<file path="config.mk">
export PLATFORM = sky130hd
export DESIGN_NAME = pipe_stage_latch
export DESIGN_NICKNAME = d
export VERILOG_FILES = /design/src/rtl/pipe_stage_latch.sv
export SDC_FILE = /design/constraint.sdc
export NUM_CORES = 1
export LEC_CHECK = 0
export ABC_AREA = 1
export CORE_MARGIN = 2
export CORE_UTILIZATION = 50
export DETAILED_ROUTE_END_ITERATION = 10
export PLACE_DENSITY = 0.87
export SLEW_MARGIN = 10
export SYNTH_ARGS = -nofsm -noshare
export SYNTH_HDL_FRONTEND = slang
export SYNTH_SLANG_ARGS = --single-unit
</file>
<file path="constraint.sdc">
create_clock -name clk -period 1.6 [get_ports clk]
set_input_delay 0.16 -clock clk [delete_from_list [all_inputs] [get_ports clk]]
set_output_delay 0.16 -clock clk [all_outputs]
set_load 0.01 [all_outputs]
</file>
<file path="src/rtl/pipe_stage_latch.sv">
// pipe_stage_latch: elastic 2-entry skid pipeline register with flush and NOP bubbles; PIPE_STAGE_PERF_EN adds stall/bubble counters
module pipe_stage_latch #(
  parameter int LANES  = 6,
  parameter int WIDTH  = 16,
  parameter int CTRL_W = 10
) (
  input  logic                              clk,
  input  logic                              rst_n,
  input  logic                              in_valid,
  output logic                              in_ready,
  input  logic [LANES-1:0][WIDTH-1:0]       in_data,
  input  logic [CTRL_W-1:0]                 in_ctrl,
  output logic                              out_valid,
  input  logic                              out_ready,
  output logic [LANES-1:0][WIDTH-1:0]       out_data,
  output logic [CTRL_W-1:0]                 out_ctrl,
  input  logic                              flush,
  output logic [1:0]                        occupancy
`ifdef PIPE_STAGE_PERF_EN
  ,
  output logic [15:0]                       stall_cnt,
  output logic [15:0]                       bubble_cnt
`endif
);
  typedef enum logic [1:0] {EMPTY = 2'd0, ONE = 2'd1, FULL = 2'd2} state_t;
  state_t state_q, state_d;
  logic [LANES-1:0][WIDTH-1:0] main_data_q, main_data_d, skid_data_q, skid_data_d;
  logic [CTRL_W-1:0] main_ctrl_q, main_ctrl_d, skid_ctrl_q, skid_ctrl_d;
  logic acc, ret;
  assign in_ready  = state_q != FULL;
  assign out_valid = state_q != EMPTY;
  assign out_data  = main_data_q;
  assign out_ctrl  = out_valid ? main_ctrl_q : '0;
  assign occupancy = state_q;
  always_comb begin
    acc         = in_valid & in_ready;
    ret         = out_valid & out_ready;
    state_d     = state_q;
    main_data_d = main_data_q;
    main_ctrl_d = main_ctrl_q;
    skid_data_d = skid_data_q;
    skid_ctrl_d = skid_ctrl_q;
    if (flush) begin
      state_d = EMPTY;
    end else if (state_q == FULL) begin
      if (ret) begin
        state_d     = ONE;
        main_data_d = skid_data_q;
        main_ctrl_d = skid_ctrl_q;
      end
    end else if (acc && (state_q == EMPTY || ret)) begin
      state_d     = ONE;
      main_data_d = in_data;
      main_ctrl_d = in_ctrl;
    end else if (acc) begin
      state_d     = FULL;
      skid_data_d = in_data;
      skid_ctrl_d = in_ctrl;
    end else if (ret) begin
      state_d = EMPTY;
    end
  end
  always_ff @(posedge clk or negedge rst_n)
    if (!rst_n) begin
      state_q     <= EMPTY;
      main_data_q <= '0;
      main_ctrl_q <= '0;
      skid_data_q <= '0;
      skid_ctrl_q <= '0;
    end else begin
      state_q     <= state_d;
      main_data_q <= main_data_d;
      main_ctrl_q <= main_ctrl_d;
      skid_data_q <= skid_data_d;
      skid_ctrl_q <= skid_ctrl_d;
    end
`ifdef PIPE_STAGE_PERF_EN
  logic [15:0] stall_cnt_q, stall_cnt_d, bubble_cnt_q, bubble_cnt_d;
  assign stall_cnt  = stall_cnt_q;
  assign bubble_cnt = bubble_cnt_q;
  always_comb begin
    stall_cnt_d  = (out_valid && !out_ready && !(&stall_cnt_q)) ? stall_cnt_q + 16'd1 : stall_cnt_q;
    bubble_cnt_d = (!out_valid && !(&bubble_cnt_q)) ? bubble_cnt_q + 16'd1 : bubble_cnt_q;
  end
  always_ff @(posedge clk or negedge rst_n)
    if (!rst_n) begin
      stall_cnt_q  <= '0;
      bubble_cnt_q <= '0;
    end else begin
      stall_cnt_q  <= stall_cnt_d;
      bubble_cnt_q <= bubble_cnt_d;
    end
`endif
endmodule

</file>
==> out/results.tsv <==
metric	value	unit
cp_top_family	buffers and inverters	
clk-insertion-delay-late	0.52	ns
netlist_area	9920	um2
hp-class	in2async	
grtUsageTotal	0.302	
cp_slowest_cell	dfrtp_2	
row_count	51	
final_hold_viol_count	0	
overflow	0	
r2r-start	occupancy[1]$_DFFE_PN0P_	
root_buffer	clkbuf_16	
violations	negative setup slack	
p_per_area	1210	nW/um2
synthCells	1298	
start_kind	flip-flop	
synth_xor_area_frac	0	
io_buffers	220	
power	0.0191	W
synth_simple_gate_area_frac	0.317	
cp.required	2.04	ns
vias	10800	
first_pass_iters	5	
ys_ff_latch	214	
grt_max_degree	107	
drv_cap	0	
synth_nets	1409	
die_h	145	um
setup_ws	-0.337	ns
n_antenna_cell	0	
fin_crit_sh	1.21	
outcome	complete, but fails checks	
critPathBufInv	5	
tightest_slew	0.548	ns
ant_nets	0	
total_leakage_power	8.51	nW
area_growth	59.3	%
fp.coreArea	19500	um2
cts_buffers	24	
cts.sinks	214	
end_kind	flip-flop	
critical_path_arrival	2.37	ns
dp_worst_setup_slack	-0.122	ns
cts_tree	done	
vias_per_cell	5.81	
max-vdd-ir-drop	813	uV
drc_errors	0	
synthAdderAreaFrac	0	
drtIter0Drc	1163	
path_cells	buf_6 -> buf_6 -> o21ai_4 -> nand2_2 -> nand2_4 -> buf_12 -> buf_12 -> buf_16 -> nand4_1 -> nand2_1	
die_area	21000	um2
yosysSeqAreaShare	0.540	
maxSlewViolCount	0	
ff2ff_setup_slack	-0.34	ns
final_common_cell	nand2_1	
min_period	1.94	ns
cp.depth	10	
clock.fmax	516	MHz
drt-total-wl	38.9	mm
grt_pass1_vias	9522	
yosysUniqueCellTypes	16	
synth_top_family_by_area	simple AND/OR/NAND/NOR gates	
crit_type	reg2reg	
crit_fanout	7	
clock_skew	0.0248	ns
yosys_warnings	0	
r2r-end	main_ctrl_q[0]$_DFFE_PN0P_	
final_cell_mix	nand2_1, dfrtp_1, clkdlybuf4s50_1	
grt_pass1_wl	49.6	mm
layout-drive-gt1-share	0.224	
fillers	1041	
io_pins	221	
die-width	145	um
setup_violations	227	
antenna_found_initial	0	
slew_headroom	0.635	
clockBufferDepth	3	
finalCoreUtilization	0.812	
r2r_cells	10	
wl_per_cell	21.0	um
synth.avg_cell_area	7.64	um2
cts_htree_levels	1	
startpoint	occupancy[1]$_DFFE_PN0P_	
cpPeakStageDelay	0.43	ns
hpwl	17.5	mm
clkSlewWorstSetupHoldPaths	0.07	ns
fin_nets	1683	
worstSetupEndpoint	main_ctrl_q[0]$_DFFE_PN0P_	
synth_compound_area_frac	0.0560	
gp_congestion	0.828	
initial_utilization	0.510	
muxShareOfSynthArea	0	
grt_setup_unrepaired	yes	
==> cells in the mapped netlist <==
cell type | count | area share
clkbuf_1 | 37 | 0.014
buf_1 | 9 | 0.0034
nand3_2 | 2 | 0.0020
o21ai_0 | 40 | 0.020
a21oi_1 | 1 | 0.00050
nor2_4 | 1 | 0.0011
inv_1 | 118 | 0.045
o21ai_1 | 70 | 0.035
dfrtp_1 | 214 | 0.54
buf_4 | 5 | 0.0038
nand4_1 | 106 | 0.067
nor2_1 | 11 | 0.0042
inv_2 | 3 | 0.0011
buf_2 | 40 | 0.020
nand2_1 | 639 | 0.24
nand2_2 | 2 | 0.0013
==> worst reg2reg max path, cell delays in order (launching register included) <==
cell and delay (ns):
dfrtp_2 0.43, buf_6 0.13, buf_6 0.13, o21ai_4 0.22, nand2_2 0.11, nand2_4 0.12, buf_12 0.13, buf_12 0.16
buf_16 0.14, nand4_1 0.12, nand2_1 0.18
==> layout make-up <==
class	count	area (um2)	area share
tap	265	332	0.0210
timing repair buffer	339	4370	0.276
multi-input combinational	872	4450	0.282
inverter	121	460	0.0291
clock buffer	31	688	0.0435
clock inverter	10	154	0.00973
sequential	214	5360	0.339
==> registers in the layout, summed over array words and instances, names as in the netlist <==
name and flops:
main_ctrl_q 10, occupancy 2, out_data 96, skid_ctrl_q 10, skid_data_q 96
==> report_power, final <==
group	internal [W]	switching, W
combinational	0.00265	0.00258
sequential	0.00682	0.00115
clock	0.00366	0.00226
total	0.0131	0.00599
==> per-layer routing <==
layer / wire length [um] / GRT usage / vias up
met5: 0 / 0 / -
met3: 4270 / 0.0467 / 203
met2: 18800 / 0.492 / 863
met4: 2080 / 0.115 / 0
met1: 13800 / 0.409 / 5056
li1: - / - / 4631
==> cells by family after synthesis <==
| logic type | Yosys count |
|---|---|
| simple gates | 761 |
| compound gates | 111 |
| flops | 214 |
| buf+inv | 212 |
==> worst min-delay path by stage <==
stage                             endpoint  slack [ns]  depth (start not counted)
2_1_floorplan   main_ctrl_q[0]$_DFFE_PN0P_       -0.14                          0
3_3_place_gp      out_data[42]$_DFFE_PN0P_        0.06                          1
3_5_place_dp      out_data[41]$_DFFE_PN0P_        0.07                          1
4_1_cts        skid_data_q[30]$_DFFE_PN0P_        0.12                          2
5_1_grt        skid_data_q[30]$_DFFE_PN0P_        0.17                          2
6_report       skid_data_q[35]$_DFFE_PN0P_        0.13                          2
==> metrics by stage <==
step           TNS, ns  hold slack, ns  std cells  instance area [um2]
6_report        -39.67           0.134       1852                15800
5_1_grt         -41.22           0.174       1852                15800
4_1_cts         -10.23           0.120       1810                14300
3_5_place_dp    -12.24          0.0654       1737                12700
3_3_place_gp    -0.777          0.0634       1737                12700
2_1_floorplan        0          -0.136       1298                 9920
==> what timing repair did <==
item,4_1_cts,5_1_grt
endpoints found under the setup margin,50,255
hold endpoints to repair,214,0
cloned,14,28
buffers inserted,17,21
hold buffers,1,0
gates resized for setup,120,304
pin swaps,35,20
Note: power is estimated with default switching activity, not from simulation.
